$ cat src/rtl/lpc_io_target.sv
// lpc_io_target: LPC I/O target turning host I/O read/write cycles into register-file strobes.
// Optional LPC_LONG_WAIT_EN inserts NUM_WAIT long-wait SYNC nibbles (4'h6) before the ready SYNC.
module lpc_io_target #(
    parameter logic [15:0] BASE_ADDR = 16'h0800,
    parameter int unsigned NUM_WAIT  = 2
) (
    input  logic       PciReset,
    input  logic       LpcClock,
    input  logic       LFRAME_n,
    input  logic [3:0] LAD_in,
    output logic [3:0] LAD_out,
    output logic       LAD_oe,
    input  logic [7:0] RdData,
    output logic [7:0] Addr,
    output logic       Wr,
    output logic       Rd,
    output logic [7:0] DataWr
);
`ifdef LPC_LONG_WAIT_EN
    localparam logic [7:0] NW = 8'(NUM_WAIT);
`else
    localparam logic [7:0] NW = 8'(NUM_WAIT * 0);
`endif
    typedef enum logic [3:0] {
        IDLE, CYCTYPE, ADDR, WDATA_L, WDATA_H, HTAR1, HTAR2,
        WAIT, SYNC, RDATA_L, RDATA_H, TTAR1, TTAR2
    } state_t;
    state_t      state_q, state_d;
    logic [1:0]  cnt_q, cnt_d;
    logic [7:0]  wcnt_q, wcnt_d;
    logic        dir_q, dir_d;
    logic [11:0] ioaddr_q, ioaddr_d;
    logic [3:0]  lsn_q, lsn_d;
    logic [7:0]  rdat_q, rdat_d;
    logic [7:0]  addr_q, addr_d;
    logic [7:0]  dwr_q, dwr_d;
    logic        wr_q, wr_d, rd_q, rd_d, oe_q, oe_d;
    logic [3:0]  lad_q, lad_d;
    logic        start, hit;
    assign start   = !LFRAME_n && LAD_in == 4'h0;
    // ioaddr_q holds the top three nibbles while the fourth is on the bus
    assign hit     = ioaddr_q[11:1] == BASE_ADDR[15:5];
    assign LAD_out = lad_q;
    assign LAD_oe  = oe_q;
    assign Addr    = addr_q;
    assign Wr      = wr_q;
    assign Rd      = rd_q;
    assign DataWr  = dwr_q;
    always_ff @(posedge LpcClock or negedge PciReset) begin
        if (!PciReset) begin
            state_q  <= IDLE;
            cnt_q    <= '0;
            wcnt_q   <= '0;
            dir_q    <= 1'b0;
            ioaddr_q <= '0;
            lsn_q    <= '0;
            rdat_q   <= '0;
            addr_q   <= '0;
            dwr_q    <= '0;
            wr_q     <= 1'b0;
            rd_q     <= 1'b0;
            oe_q     <= 1'b0;
            lad_q    <= 4'hF;
        end else begin
            state_q  <= state_d;
            cnt_q    <= cnt_d;
            wcnt_q   <= wcnt_d;
            dir_q    <= dir_d;
            ioaddr_q <= ioaddr_d;
            lsn_q    <= lsn_d;
            rdat_q   <= rdat_d;
            addr_q   <= addr_d;
            dwr_q    <= dwr_d;
            wr_q     <= wr_d;
            rd_q     <= rd_d;
            oe_q     <= oe_d;
            lad_q    <= lad_d;
        end
    end
    // Any LFRAME_n low aborts; it restarts only when LAD carries START
    always_comb begin
        state_d = state_q;
        cnt_d   = cnt_q;
        wcnt_d  = wcnt_q;
        if (!LFRAME_n) state_d = start ? CYCTYPE : IDLE;
        else begin
            case (state_q)
                CYCTYPE: begin
                    state_d = LAD_in[3:2] == 2'b00 ? ADDR : IDLE;
                    cnt_d   = '0;
                end
                ADDR: begin
                    cnt_d = cnt_q + 2'd1;
                    if (cnt_q == 2'd3) state_d = !hit ? IDLE : dir_q ? WDATA_L : HTAR1;
                end
                WDATA_L: state_d = WDATA_H;
                WDATA_H: state_d = HTAR1;
                HTAR1:   state_d = HTAR2;
                HTAR2: begin
                    state_d = NW != 8'd0 ? WAIT : SYNC;
                    wcnt_d  = '0;
                end
                WAIT: begin
                    wcnt_d = wcnt_q + 8'd1;
                    if (wcnt_q == NW - 8'd1) state_d = SYNC;
                end
                SYNC:    state_d = dir_q ? TTAR1 : RDATA_L;
                RDATA_L: state_d = RDATA_H;
                RDATA_H: state_d = TTAR1;
                TTAR1:   state_d = TTAR2;
                TTAR2:   state_d = IDLE;
                default: state_d = IDLE;
            endcase
        end
    end
    // Outputs are decoded from the next state so they appear registered in their own phase
    always_comb begin
        dir_d    = state_q == CYCTYPE ? LAD_in[1] : dir_q;
        ioaddr_d = state_q == ADDR ? {ioaddr_q[7:0], LAD_in} : ioaddr_q;
        addr_d   = state_q == ADDR && (state_d == WDATA_L || state_d == HTAR1)
                   ? {3'b000, ioaddr_q[0], LAD_in} : addr_q;
        lsn_d    = state_q == WDATA_L ? LAD_in : lsn_q;
        dwr_d    = state_q == WDATA_H && state_d == HTAR1 ? {LAD_in, lsn_q} : dwr_q;
        rdat_d   = state_d == SYNC && !dir_q && state_q != SYNC ? RdData : rdat_q;
        wr_d     = state_d == SYNC && dir_q && state_q != SYNC;
        rd_d     = state_d == HTAR1 && !dir_q && state_q == ADDR;
        oe_d     = state_d inside {WAIT, SYNC, RDATA_L, RDATA_H, TTAR1};
        lad_d    = state_d == WAIT ? 4'h6 :
                   state_d == SYNC ? 4'h0 :
                   state_d == RDATA_L ? rdat_q[3:0] :
                   state_d == RDATA_H ? rdat_q[7:4] : 4'hF;
    end
endmodule

$ cat config.mk
export PLATFORM = sky130hd
export DESIGN_NAME = lpc_io_target
export DESIGN_NICKNAME = d
export VERILOG_FILES = /design/src/rtl/lpc_io_target.sv
export SDC_FILE = /design/constraint.sdc
export NUM_CORES = 1
export LEC_CHECK = 0
export CORE_MARGIN = 3
export CORE_UTILIZATION = 42
export CTS_BUF_LIST = sky130_fd_sc_hd__clkbuf_4 sky130_fd_sc_hd__clkbuf_8 sky130_fd_sc_hd__clkbuf_16
export DETAILED_ROUTE_END_ITERATION = 6
export GPL_ROUTABILITY_DRIVEN = 1
export HOLD_SLACK_MARGIN = 0.03
export PLACE_DENSITY = 0.68
export SLEW_MARGIN = 25
export SYNTH_ARGS = -nofsm -noshare
export SYNTH_HDL_FRONTEND = slang
export SYNTH_SLANG_ARGS = --single-unit
$ cat constraint.sdc
create_clock -name LpcClock -period 4.7 [get_ports LpcClock]
set_clock_uncertainty 0.1 [all_clocks]
set_input_delay 1.175 -clock LpcClock [delete_from_list [all_inputs] [get_ports LpcClock]]
set_output_delay 1.175 -clock LpcClock [all_outputs]
set_load 0.03 [all_outputs]
Yosys cells after proc, flatten, opt, wreduce, memory -nomap -nowiden
Index checks and enable logic that the tools add are counted.
{"block": "word_totals", "register_bits": 59, "input_bits": 15, "out_inout_bits": 23, "word_cells": 71}
{"block": "classes", "addsub": 2, "n_eq_ne": 22, "mux": 15, "reduce_logical": 19}
{"operator": "$pmux W4 S11", "count": 1}
{"operator": "$eq A4 B4 Y1 const B", "count": 8}
{"operator": "$mux W4", "count": 7}
{"operator": "$eq A4 B3 Y1 const B", "count": 6}
{"operator": "$pmux W8 S2", "count": 1}
{"operator": "$eq A4 B2 Y1 const B", "count": 3}
{"operator": "$eq A11 B7 Y1 const B", "count": 1}
{"operator": "$logic_and A1 B1 Y1", "count": 9}
{"operator": "$add A8 B1 Y8 const B", "count": 1}
{"operator": "$eq A8 B8 Y1 const B", "count": 1}
{"operator": "$mux W3", "count": 2}
{"operator": "$reduce_bool A5 Y1", "count": 1}
{"operator": "$eq A4 B1 Y1 const B", "count": 1}
{"operator": "$logic_not A4 Y1", "count": 1}
{"operator": "$mux W2", "count": 2}
{"operator": "$ne A4 B4 Y1 const B", "count": 1}
{"operator": "$pmux W2 S2", "count": 1}
{"operator": "$reduce_and A2 Y1", "count": 2}
{"operator": "$reduce_bool A2 Y1", "count": 2}
{"operator": "$add A2 B1 Y2 const B", "count": 1}
{"operator": "$eq A2 B2 Y1 const B", "count": 1}
{"operator": "$logic_not A1 Y1", "count": 2}
{"operator": "$logic_not A2 Y1", "count": 1}
{"operator": "$logic_or A1 B1 Y1", "count": 1}
{"operator": "$mux W1", "count": 1}

Depth between registers and ports, before layout
{"block": "logic_depth", "word_depth": 10, "ltp_mapped": 7, "mapped_depth_nobuf": 7}

Worst setup path after synthesis
No wires, ideal clock.
{"block": "synth_timing", "path_type": "input port to flip-flop", "startpoint": "input port LAD_in[3]", "endpoint": "register addr_q[0], in the netlist Addr[0]", "setup_time_ns": 0.128, "arrival_time_ns": 2.467, "t_required_ns": 4.472, "slack_ns": 2.006, "cell_stages": 5, "n_path_buf": 0, "path_cell_list": "or4_1 > nor2_1 > nor3b_1 > a21oi_2 > mux2_1"}
{"block": "synth_via", "elab_chain_cells": 7, "elab_cells_between_ends": 11, "cone_classes": "eq/ne (2); mux (4); reduce/logical (5)"}
{"element": "start: declaration", "line_no": "10", "source": "input logic [3:0] LAD_in,"}
{"element": "$logic_not A2 Y1 or $logic_not A4 Y1 (tied branches)", "line_no": "89, 40"}
{"element": "$mux W2 or $logic_and A1 B1 Y1 (tied branches)", "line_no": "89, 40"}
{"element": "$pmux W4 S11 or $mux W1 (tied branches)", "line_no": "87, 85"}
{"element": "$mux W4 *", "line_no": "85", "source": "if (!LFRAME_n) state_d = start ? CYCTYPE : IDLE;"}
{"element": "$eq A4 B2 Y1 or $eq A4 B3 Y1 (tied branches)", "line_no": "120", "source": "addr_d = state_q == ADDR && (state_d == WDATA_L || state_d == HTAR1)"}
{"element": "$logic_or A1 B1 Y1 *", "line_no": "120"}
{"element": "$logic_and A1 B1 Y1 *", "line_no": "120"}
{"element": "end signal: assignment", "line_no": "72", "source": "addr_q <= addr_d;"}
{"element": "end: declaration", "line_no": "35", "source": "logic [7:0] addr_q, addr_d;"}
Every way passes the cells marked *; elsewhere a longest branch is shown, timed or not.
A chain may end at the register's enable or synchronous reset.

Worst setup path after layout
{"block": "layout_timing", "startpoint": "input port LFRAME_n", "endpoint": "register rdat_q[0]"}
{"block": "layout_via", "elab_chain_cells": 7}
{"element": "start: declaration", "line_no": "9", "source": "input logic LFRAME_n,"}
{"element": "$logic_not A1 Y1"}
{"element": "$logic_and A1 B1 Y1", "line_no": "40", "source": "assign start = !LFRAME_n && LAD_in == 4'h0;"}
{"element": "$mux W1", "line_no": "85"}
{"element": "$mux W4 *", "line_no": "85"}
{"element": "$eq A4 B4 Y1 *", "line_no": "124", "source": "rdat_d = state_d == SYNC && !dir_q && state_q != SYNC ? RdData : rdat_q;"}
{"element": "$logic_and A1 B1 Y1 * (2 in series)", "line_no": "124"}
{"element": "end signal: assignment", "line_no": "71", "source": "rdat_q <= rdat_d;"}
{"element": "end: declaration", "line_no": "34", "source": "logic [7:0] rdat_q, rdat_d;"}
Marked as above.

==> flow_summary.json <==
{
  "num_rows": 28,
  "seq_area_um2": 1480,
  "timing.rr.end": "rdat_q[0]",
  "h-tree-depth": 3,
  "crit_type": "in2reg",
  "slowest_delay_ns": 0.61,
  "critical_path_arrival_ns": 3.45,
  "die_x_um": 86.5,
  "netlist_instances": 226,
  "ioPinCount": 38,
  "grt_max_degree": 60,
  "cts_hold_buf": 0,
  "postCtsSetupBuffers": 0,
  "holdPathEnd": "DataWr[1]",
  "crit_family": "simple AND/OR/NAND/NOR gates",
  "end_kind": "register",
  "crit_required_ns": 4.81,
  "clock_sinks": 59,
  "drc_errors": 0,
  "max_cap_viol_count": 0,
  "grt_pass1_wl_mm": 8.81,
  "power_density_nw_per_um2": 316,
  "die_h_um": 86.5,
  "finalSetupViolCount": 0,
  "setup_tns_ns": 0,
  "slew_viol_final": 0,
  "detail-route-antenna-nets": 0,
  "yosysWarnings": 0,
  "fillers": 551,
  "slew_headroom": 0.494,
  "die_area_um2": 7480,
  "r2r_slack_ns": 1.83,
  "wl_per_cell_um": 14.8,
  "core-area_um2": 6100,
  "netlist.area_leader.share": 0.506,
  "whs_path_depth": 1,
  "synth_edf_count": 0,
  "synthArstFlopShare": 1.00,
  "crit-reg2reg-launch": "state_q[3]",
  "post-route-period-util": 0.712,
  "grt_overflow": 0,
  "status": "finished, final reports clean",
  "cts_buffer_depth": 2,
  "antenna_found_initial": 0,
  "vias_per_cell": 5.32,
  "post_synth_num_cell_types": 49,
  "slowest_stage": "nor2b_1",
  "synth.avg_cell_area_um2": 12.0,
  "nNetsFinal": 281,
  "cts_tree": "yes",
  "drtIter0Drc": 80,
  "finalCriticalPeriod_ns": 3.35,
  "cts_buffers": 9,
  "synth_top_flop_cell": "dfrtp_1",
  "fmax_mhz": 299,
  "dr.pass1.iters": 4,
  "netlist_top_cells_area": "dfrtp_1 51%, mux2_1 8.7%, mux2_2 7.0%, dfstp_2 3.9%, nand2_1 2.5%",
  "start_util": 0.447,
  "rsz0062_at_grt": "no",
  "syn_to_final_growth_pct": 22.1,
  "holdWs_ns": 0.383,
  "min-delay-start": "lsn_q[1]",
  "wl_mm": 5.09,
  "crit_buf_inv": 1,
  "insertion_delay_ns": 0.34,
  "hold_viol": 0,
  "grt_pass1_vias": 1807,
  "p_leak_nw": 1.55,
  "cp_max_fo": 17,
  "clk_pin_slew_ns": 0.07,
  "multi_input_area_um2": 1170,
  "vdd_ir_drop_max_v": 0.000224,
  "hold_class": "reg2reg",
  "worst_pin_slew_ns": 0.759,
  "place.gp.congestion": 0.808,
  "dpl.hpwl_mm": 3.43,
  "io_buffers": 34,
  "synthesis.area_um2": 2720,
  "ys_seq_area_frac": 0.544,
  "cts_resized": 0,
  "yosysTopAreaCell": "dfrtp_1",
  "drive_gt1_frac": 0.175,
  "grt_usage": 0.152,
  "r2r_cells": 5,
  "root_buffer": "clkbuf_8",
  "num_vias": 1829,
  "cp-start-kind": "primary input",
  "path_cells": "clkdlybuf4s50_1 -> nand3_1 -> a21oi_1 -> nor2b_1 -> mux2_1",
  "antenna_cells": 0,
  "ys_ff_latch": 59
}
## logic make-up after synthesis
group / share of synthesized area
and+or+nand+nor: 0.153
DFF: 0.544
AOI/OAI and AO/OA: 0.106
muxes: 0.157
buffers and inverters: 0.0290
adders and majority gates: 0.00919
other: 0.00138
## worst register-to-register path, stage by stage (launching register included)
cell	delay, ns
dfrtp_1	0.51
and2b_1	0.39
nand3_1	0.46
a21oi_1	0.30
nor2b_1	0.61
mux2_1	0.39
## routing by layer
metal,wire length (um),share of wire,up-vias,track usage
met4,61,0.012,0,0.0510
met3,303,0.060,4,0.0656
met5,0,0,-,0
met2,2280,0.45,43,0.217
li1,-,-,893,-
met1,2440,0.48,889,0.209
## power breakdown
| group | leakage (nW) | internal, mW | total (mW) | switching [mW] |
|---|---|---|---|---|
| registers | 0.806 | 0.516 | 0.523 | 0.00675 |
| logic | 0.634 | 0.0191 | 0.0424 | 0.0233 |
| clock network | 0.111 | 0.291 | 0.485 | 0.194 |
## synth_stat cells (3+ instances only)
cell and number:
nand4_1 3, inv_1 5, or2_1 3, a22o_1 5, dfrtp_1 55, o21ai_0 8, nor2b_1 3, mux2_1 21
nand3_1 5, clkbuf_1 4, dfstp_2 4, buf_4 4, nor2_1 8, a21o_1 3, and2_1 3, nand2_1 18
nor3_1 6, buf_2 3, a211oi_1 3, nor3b_1 3, a21oi_1 5, mux2_2 17
## registers in the layout, summed over array words and instances, names as in the netlist
register,cells
Rd,1
LAD_out,4
wcnt_q,8
rdat_q,8
ioaddr_q,12
Wr,1
cnt_q,2
state_q,4
lsn_q,4
DataWr,8
LAD_oe,1
Addr,5
dir_q,1
## worst max path at each step
stage                     end  slack (ns)       from  cells past startpoint
finish              rdat_q[0]        1.35   LFRAME_n                      5
global placement    rdat_q[6]        1.09   LFRAME_n                      5
detailed placement  rdat_q[3]        1.01   LFRAME_n                      5
CTS                 rdat_q[3]        1.35   LFRAME_n                      5
global route        rdat_q[4]        1.14   LFRAME_n                      5
floorplan             Addr[0]        2.01  LAD_in[3]                      5
## cell type report
class,instances,share of cell area
repair buffers,36,0.105
multi-input cells,153,0.352
inverters,5,0.00565
clock inverters,2,0.0105
flip-flops and latches,59,0.446
well taps,75,0.0282
clock buffers,14,0.0523
## placed cells by master, fill, tap and decap left out, drive strengths merged, types with 2 or more instances in the layout
master	netlist	final
nor2	8	8
dfrtp	55	55
a22o	5	5
or4	3	3
clkdlybuf4s50	0	33
nand2b	2	2
dfstp	4	4
nand3	6	6
nand2	18	18
conb	1	3
buf	7	3
nor4	2	2
o21ai	9	9
a21o	3	3
and2	3	3
nand4	3	3
nor2b	3	3
o41ai	2	2
nor4b	3	3
and3	2	2
nor3b	3	3
a2bb2oi	2	2
a21oi	6	6
inv	5	5
a211oi	3	3
mux2	38	38
ha	2	2
or2	5	5
nor3	6	6
clkbuf	4	14
o211ai	2	2
## metrics by stage
step	cells	setup WS, ns	cell area (um^2)	power, mW	utilization
4_1_cts	344	1.35	3320	1.06	0.545
6_report	344	1.35	3320	1.05	0.545
2_1_floorplan	228	2.01	2730	0.547	-
3_5_place_dp	328	1.01	3110	0.575	0.511
3_3_place_gp	328	1.09	3110	0.575	0.511
5_1_grt	344	1.14	3320	1.09	0.545
Power figures use the tool's default switching activity.
